<file path="src/rtl/pitch_input_conditioner_if.sv">
// ---------------------------------------------------------------------------
// pitch_input_conditioner_if
//
// Purpose: bundles the board-facing inputs and the APU-facing outputs of the
// pitch input conditioner into one interface.
//
// Signals:
//   sw_in        8  raw asynchronous switch bus
//   x            10 horizontal position from the sync generator
//   y            10 vertical position from the sync generator
//   glide_en     1  1 = glide toward target, 0 = jump to target
//   pitch_out    8  conditioned pitch for the APU
//   pitch_update 1  one-cycle pulse when pitch_out changed
//   target_pitch 8  current debounced switch value
//
// Modports:
//   master - the side that drives switches/sync position and reads results
//   slave  - the conditioner itself
// ---------------------------------------------------------------------------
interface pitch_input_conditioner_if;
    logic [7:0] sw_in;
    logic [9:0] x;
    logic [9:0] y;
    logic       glide_en;
    logic [7:0] pitch_out;
    logic       pitch_update;
    logic [7:0] target_pitch;

    modport master (
        output sw_in,
        output x,
        output y,
        output glide_en,
        input  pitch_out,
        input  pitch_update,
        input  target_pitch
    );

    modport slave (
        input  sw_in,
        input  x,
        input  y,
        input  glide_en,
        output pitch_out,
        output pitch_update,
        output target_pitch
    );
endinterface

</file>
<file path="src/rtl/pitch_input_conditioner.sv">
// ---------------------------------------------------------------------------
// pitch_input_conditioner
//
// Purpose: drives the APU 8-bit pitch input from raw board switches. The
// switch bus is synchronised (2 flops), debounced as a single word, and held
// as a stable target. Pitch changes are only released on the first cycle of
// a VGA frame (x == 0 && y == 0), either as an immediate jump or as a
// bounded per-frame glide toward the target.
//
// Ports:
//   clk    in  1  system clock
//   rst_n  in  1  synchronous active-low reset
//   bus    slave modport of pitch_input_conditioner_if
//                 (sw_in, x, y, glide_en in; pitch_out, pitch_update,
//                  target_pitch out)
//
// Parameters:
//   DEBOUNCE_CYCLES  identical synchronised samples needed to accept a value
//   CNT_W            debounce counter width, 2^CNT_W > DEBOUNCE_CYCLES
//   GLIDE_STEP       largest pitch change per frame while gliding (1..255)
// ---------------------------------------------------------------------------
module pitch_input_conditioner #(
    parameter int DEBOUNCE_CYCLES = 250000,
    parameter int CNT_W           = 18,
    parameter int GLIDE_STEP      = 1
) (
    input  logic                     clk,
    input  logic                     rst_n,
    pitch_input_conditioner_if.slave bus
);

    localparam logic [CNT_W-1:0] CNT_LAST = CNT_W'(DEBOUNCE_CYCLES - 1);
    localparam logic [7:0]       STEP     = 8'(GLIDE_STEP);

    // One glide step from cur toward tgt. The distance is formed before the
    // step is applied, so the result never passes the target and never wraps.
    function automatic logic [7:0] glide_step(input logic [7:0] cur,
                                              input logic [7:0] tgt);
        logic [7:0] diff;
        logic [7:0] res;
        res = cur;
        if (tgt > cur) begin
            diff = tgt - cur;
            res  = cur + ((diff < STEP) ? diff : STEP);
        end else if (tgt < cur) begin
            diff = cur - tgt;
            res  = cur - ((diff < STEP) ? diff : STEP);
        end
        return res;
    endfunction

    logic [7:0]       sync_p0;
    logic [7:0]       sync_q;
    logic [7:0]       cand;
    logic [CNT_W-1:0] cnt;
    logic [7:0]       stable;
    logic             fs;
    logic             fs_d;
    logic             tick;
    logic [7:0]       pitch_q;
    logic [7:0]       next_pitch;
    logic             pitch_update_q;

    // ---- stage: two-flop synchroniser on the raw switch bus ----
    always_ff @(posedge clk) begin
        if (!rst_n) begin
            sync_p0 <= 8'd0;
            sync_q  <= 8'd0;
        end else begin
            sync_p0 <= bus.sw_in;
            sync_q  <= sync_p0;
        end
    end

    // ---- stage: whole-word debounce ----
    // Any change of the synchronised word restarts the count; once the count
    // reaches its last value it saturates so stable is simply re-written
    // with the same candidate until the next change.
    always_ff @(posedge clk) begin
        if (!rst_n) begin
            cand   <= 8'd0;
            cnt    <= '0;
            stable <= 8'd0;
        end else if (sync_q != cand) begin
            cand <= sync_q;
            cnt  <= '0;
        end else if (cnt == CNT_LAST) begin
            stable <= cand;
        end else begin
            cnt <= cnt + 1'b1;
        end
    end

    // ---- stage: frame-start edge detect ----
    // fs can stay high for several cycles while x/y sit at 0; only its rising
    // edge counts. fs_d resets low so the first frame after reset ticks.
    assign fs   = (bus.x == 10'd0) && (bus.y == 10'd0);
    assign tick = fs & ~fs_d;

    always_ff @(posedge clk) begin
        if (!rst_n) begin
            fs_d <= 1'b0;
        end else begin
            fs_d <= fs;
        end
    end

    // ---- stage: per-frame pitch stepper ----
    // stable is read as registered, so a debounce update landing on the
    // same edge as a tick only takes effect on the following frame.
    always_comb begin
        next_pitch = pitch_q;
        if (tick) begin
            if (bus.glide_en) begin
                next_pitch = glide_step(pitch_q, stable);
            end else begin
                next_pitch = stable;
            end
        end
    end

    always_ff @(posedge clk) begin
        if (!rst_n) begin
            pitch_q        <= 8'd0;
            pitch_update_q <= 1'b0;
        end else begin
            pitch_q        <= next_pitch;
            pitch_update_q <= tick && (next_pitch != pitch_q);
        end
    end

    assign bus.pitch_out    = pitch_q;
    assign bus.pitch_update = pitch_update_q;
    assign bus.target_pitch = stable;

endmodule
</file>
<file path="src/flat_wrapper.sv">
// flat-port wrapper written by rule: the top's interface ports become plain ports
module pitch_input_conditioner_flat 
#(
    parameter int DEBOUNCE_CYCLES = 250000,
    parameter int CNT_W           = 18,
    parameter int GLIDE_STEP      = 1
)
  (clk, rst_n, bus_sw_in, bus_x, bus_y, bus_glide_en, bus_pitch_out, bus_pitch_update, bus_target_pitch);
  pitch_input_conditioner_if bus_i ();
  input  logic clk;
  input  logic rst_n;
  input wire logic [$bits(bus_i.sw_in)-1:0] bus_sw_in;
  input wire logic [$bits(bus_i.x)-1:0] bus_x;
  input wire logic [$bits(bus_i.y)-1:0] bus_y;
  input wire logic [$bits(bus_i.glide_en)-1:0] bus_glide_en;
  output wire logic [$bits(bus_i.pitch_out)-1:0] bus_pitch_out;
  output wire logic [$bits(bus_i.pitch_update)-1:0] bus_pitch_update;
  output wire logic [$bits(bus_i.target_pitch)-1:0] bus_target_pitch;
  assign bus_i.sw_in = bus_sw_in;
  assign bus_i.x = bus_x;
  assign bus_i.y = bus_y;
  assign bus_i.glide_en = bus_glide_en;
  assign bus_pitch_out = bus_i.pitch_out;
  assign bus_pitch_update = bus_i.pitch_update;
  assign bus_target_pitch = bus_i.target_pitch;
  pitch_input_conditioner #(.DEBOUNCE_CYCLES(DEBOUNCE_CYCLES), .CNT_W(CNT_W), .GLIDE_STEP(GLIDE_STEP)) u_core (.clk(clk), .rst_n(rst_n), .bus(bus_i));
endmodule
</file>
<file path="config.mk">
export PLATFORM = sky130hd
export DESIGN_NAME = pitch_input_conditioner_flat
export DESIGN_NICKNAME = d
export VERILOG_FILES = /design/src/rtl/pitch_input_conditioner_if.sv /design/src/rtl/pitch_input_conditioner.sv /design/src/flat_wrapper.sv
export SDC_FILE = /design/constraint.sdc
export NUM_CORES = 1
export LEC_CHECK = 0
export ABC_AREA = 1
export CORE_MARGIN = 1.5
export CORE_UTILIZATION = 45
export CTS_BUF_LIST = sky130_fd_sc_hd__clkbuf_2 sky130_fd_sc_hd__clkbuf_4 sky130_fd_sc_hd__clkbuf_8
export CTS_CLUSTER_SIZE = 30
export DETAILED_ROUTE_END_ITERATION = 12
export GPL_TIMING_DRIVEN = 0
export PLACE_DENSITY = 0.66
export SKIP_LAST_GASP = 1
export SLEW_MARGIN = 10
export SYNTH_ARGS = -nofsm -noshare
export SYNTH_HDL_FRONTEND = slang
export SYNTH_SLANG_ARGS = --single-unit
</file>
<file path="constraint.sdc">
create_clock -name clk -period 4.5 [get_ports clk]
set_clock_uncertainty 0.1 [all_clocks]
set_input_delay 0.45 -clock clk [delete_from_list [all_inputs] [get_ports clk]]
set_output_delay 0.45 -clock clk [all_outputs]
set_load 0.02 [all_outputs]
</file>
# Word-level counts from Yosys, hierarchy flattened
# Index checks and enable logic that the tools add are counted.
# totals
in_bits,31
ff_bits,60
output_inout_bits,17
# classes
n_lt_le_gt_ge,4
reduce_logical,6
n_eq_ne,3
bitwise,4
addsub,5
muxes,6
# ops
operator,count
8-bit 2-to-1 mux,6
8-bit subtractor,3
10-bit logical NOT,2
18-bit by 1-bit adder with 18-bit output (second input constant),1
18-bit equality test (second input constant),1
8-bit by 1-bit < comparator with 1-bit output (second input constant),2
8-bit inequality test,2
8-bit adder,1
8-bit > comparator,1
8-bit < comparator,1
1-bit inverter,3
1-bit logical AND,2
2-bit AND reduction,1
2-bit OR reduction,1
1-bit bitwise AND,1

# Depth between registers and ports, before layout
# depth
ltp_word,10
depth_mapped,33
depth_no_buf,32

# Worst setup path before layout
# OpenSTA, ideal clock, no wires.
# synth_path
kind,flip-flop to flip-flop
start,register u_core.stable[0] (netlist: u_core.bus.target_pitch[0])
end,register u_core.pitch_update_q (netlist: u_core.bus.pitch_update)
path_buffers,0
setup_time_ns,0.112
arrival_ns,3.427
stages_incl_launch_ff,32
setup_slack_ns,0.862
path_cell_list,dfxtp_1 inv_1 ha_1 fa_1 inv_1 nand3_1 nand2_1 nor2_1 nor2_1 nand2_1 nor2_1 nand2_1 nand2_1 inv_1 fa_1 nand3_1 nand2_1 nand2_1 nand2_1 a21oi_1 or2_2 nand3_1 nand3_1 nand2_1 nand3_1 nand3_1 nor2_1 nand2_1 inv_1 nand2_1 nor2_1 nor2_1
# synth_between
elab_chain_len,10
word_cells_on_any_way,16
classes_between,add/sub: 4; order compare: 4; eq/ne: 1; mux: 6; reduce/logical: 1
# synth_lines
item,line_no,text
start: declaration,pitch_input_conditioner.sv:56,logic [7:0] stable;
start signal: assignment,pitch_input_conditioner.sv:88,stable <= cand;
8-bit subtractor,pitch_input_conditioner.sv:46,diff = cur - tgt;
8-bit by 1-bit < comparator with 1-bit output,pitch_input_conditioner.sv:47,res = cur - ((diff < STEP) ? diff : STEP);
8-bit 2-to-1 mux,pitch_input_conditioner.sv:47,
8-bit subtractor,pitch_input_conditioner.sv:47,
8-bit 2-to-1 mux,pitch_input_conditioner.sv:45,end else if (tgt < cur) begin
8-bit 2-to-1 mux,pitch_input_conditioner.sv:42,if (tgt > cur) begin
8-bit 2-to-1 mux *,pitch_input_conditioner.sv:114,if (bus.glide_en) begin
8-bit 2-to-1 mux *,pitch_input_conditioner.sv:113,if (tick) begin
8-bit inequality test *,pitch_input_conditioner.sv:128,pitch_update_q <= tick && (next_pitch != pitch_q);
1-bit logical AND *,pitch_input_conditioner.sv:128,
end signal: assignment,pitch_input_conditioner.sv:128,
end: declaration,pitch_input_conditioner.sv:62,logic pitch_update_q;
# Every way passes the cells marked *; elsewhere a longest branch is shown, timed or not.
# A chain may end at the register's enable or synchronous reset.

# Worst setup path in the final report
# Ends and elaborated chain as after synthesis.

==> run summary <==
ys async rst share: 0%
failing checks: DRC
post-synthesis mux area share: 0%
TNS Setup: 0 ns
hold slack: 0.311 ns
layout cells sized above 1: 6.28%
top cells by area, synth: dfxtp_1 (29%), nand2_1 (17%), inv_1 (10%)
largest net degree at the start of global routing: 12
worst setup margin: 0.437 ns
I/O Buffers: 46
Max Clock Freq: 0.246 GHz
Die ar.: 0.00976 mm2
EDFF count, synth: 0
Post-route DRC: 2
Yosys reg bits: 60
Synth top area share: 29.1%
synth warn: 0
global-route usage over all layers: 22.5%
Crit. End Element: flop
CTS Buffer Depth: 2
count of final hold-check violations: 0
Num CTS Buffers: 9
fin crit period: 4.06 ns
Buf+Inv Stages, Crit Path: 4
RSZ-0062 raised after global routing: false
Reg clk slew, reported paths: 0.07 ns
initial drt markers: 141
clk sinks: 60
nets: 775
pre-CTS setup slack: 0.311 ns
Core ar.: 0.00881 mm2
final setup fails: 0
Max-cap violations: 0
IO Count: 48
dpl hpwl: 8.07 mm
CTS tree: yes
CP max stage cell: dfxtp_2
simple-gate share of the synthesized area: 35.7%
total power: 1.12 mW
Unique masters post-synth: 34
kind of critical path: flop to flop
Final Core Density: 56.6%
Post-Route WL: 10.3 mm
htree depth: 3
Clock Latency Late Sink: 0.33 ns
Adder-Cell Fraction of Synth Area: 10.4%
CP Max Fanout: 6
most used cell, CP: nand2_1
Pre-Repair DR Iteration Count: 8
die width: 98.8 um
Final ANT Viol Nets: 0
top-count cell post-synth: nand2_1
status: finished, violations left
Post-synth top cells: nand2_1 (183), inv_1 (110), dfxtp_1 (60)
Worst EP arrival: 4.19 ns
leakage: 2.50 nW
number of global-route vias before repair: 3,922
grt ovf: 0
largest family of logic cells by synthesized area: simple AND/OR/NAND/NOR gates
Via-to-Cell Ratio: 4.94
CTS Hold Bufs: 0
Slew Limit Fails: 0
Hold WC Path Type: flop to flop
# rows: 34
Wirelength per Cell: 12.5 um
via count: 4,077
chip height: 98.8 um
first-pass GRT wire length: 17.8 mm
Top FF cell, synth: dfxtp_1
Synth Cell Area: 0.00413 mm2
Req. time, crit path: 4.63 ns
Avg Inst Size Synth: 6.42 um2
critical path launch point type: flop
antenna fix cells: 0
initial antenna violation count: 0
xor/xnor share of the synthesized area: 3.39%
GPL Wtd Cong: 0.934
effective utilization at floorplan: 46.9%
CTS root buf: clkbuf_8
Final period util: 90.3%
Syn Inst Count: 643
compound-gate portion of the synthesized area: 9.27%
Area Growth Syn to Fin: 20.6%
PD cells: 225 mW/mm2
Max rail drop VDD: 268 uV
sequential fraction of the synthesis area: 29.1%
post-synth top area cell: dfxtp_1
max incr delay on CP: 0.41 ns
CP top delay family: simple AND/OR/NAND/NOR gates
routing by layer:
layer	track usage, %	routed length [um]	vias up
met5	0	0	-
met4	7.03	128	0
met3	2.62	455	8
met2	39.2	5030	86
met1	29.1	4660	1821
li1	-	-	2162
cell usage in the layout (no fill, tap or decap), types with 2 or more instances in the layout:
master,netlist,final
nor3_2,2,2
nand3_1,55,55
nand3b_1,2,2
nor3b_1,2,2
clkbuf_8,0,10
dfxtp_1,60,57
nand2_1,183,183
nand4_1,12,12
nor4_1,11,11
nor2_4,2,2
a21oi_1,36,36
a211oi_1,7,7
xor2_1,11,11
a31oi_1,2,2
xnor2_1,5,5
buf_6,2,2
ha_1,28,28
clkinvlp_4,0,3
inv_1,110,110
clkbuf_1,7,7
o21ai_0,19,19
o21ai_1,3,3
inv_2,4,4
conb_1,2,14
nor3_1,6,6
clkdlybuf4s50_1,0,46
nor2_1,49,49
nand2_2,5,5
buf_2,2,2
dfxtp_2,0,3
or2_2,4,4
fa_1,4,4
nor2_2,3,3
registers in the layout (all words and copies together), names as in the netlist:
signal	cells
u_core.bus.pitch_out	8
u_core.fs_d	1
u_core.cnt	18
u_core.bus.target_pitch	8
u_core.cand	8
u_core.sync_p0	8
u_core.bus.pitch_update	1
u_core.sync_q	8
logic make-up after synthesis:
group	after synthesis
and+or+nand+nor	337
buffers and inverters	126
AOI/OAI and AO/OA	70
DFF	60
adders and majority gates	32
xor gates and xnor gates	16
other	2
power breakdown:
part,internal [mW],switching [mW]
clock network,0.278,0.216
registers,0.540,0.00449
logic,0.0410,0.0402
total,0.859,0.260
worst reg2reg max path, delay by kind of cell, from the launching register on:
kind	cells	cell delay, ns
compound gates	1	0.14
fa+ha+maj	3	1.06
buf+inv	4	0.33
flops	1	0.41
simple gates	23	1.94
path summary, 6_finish.rpt:
| check | slack (ns) | startpoint | cells past startpoint | to |
|---|---|---|---|---|
| worst max-delay path | 0.44 | u_core.bus.target_pitch[0] | 31 | u_core.bus.pitch_update |
| worst min-delay path | 0.31 | u_core.sync_p0[0] | 2 | u_core.sync_q[0] |
| worst max register to register | 0.44 | u_core.bus.target_pitch[0] | 31 | u_core.bus.pitch_update |
| worst min register to register | 0.31 | u_core.sync_p0[0] | 2 | u_core.sync_q[0] |
repair_timing:
action,4_1_cts,5_1_grt
setup buffers,0,0
setup endpoints to repair,0,1
gates resized for setup,0,3
per-stage QoR:
stage               cells  instance area (um2)
detailed placement    809                 4770
finish                825                 4980
CTS                   825                 4980
global placement      809                 4770
global route          825                 4980
floorplan             655                 4180
layout make-up:
cell class	count	area (um2)
fillers	872	3820
multi-input cells	469	2480
flip-flops and latches	60	1200
repair buffers	46	460
inverters	114	428
clock buffers	11	145
well taps	108	135
plain buffers	12	66.3
clock inverters	5	61.3
(Power assumes the default switching activity.)
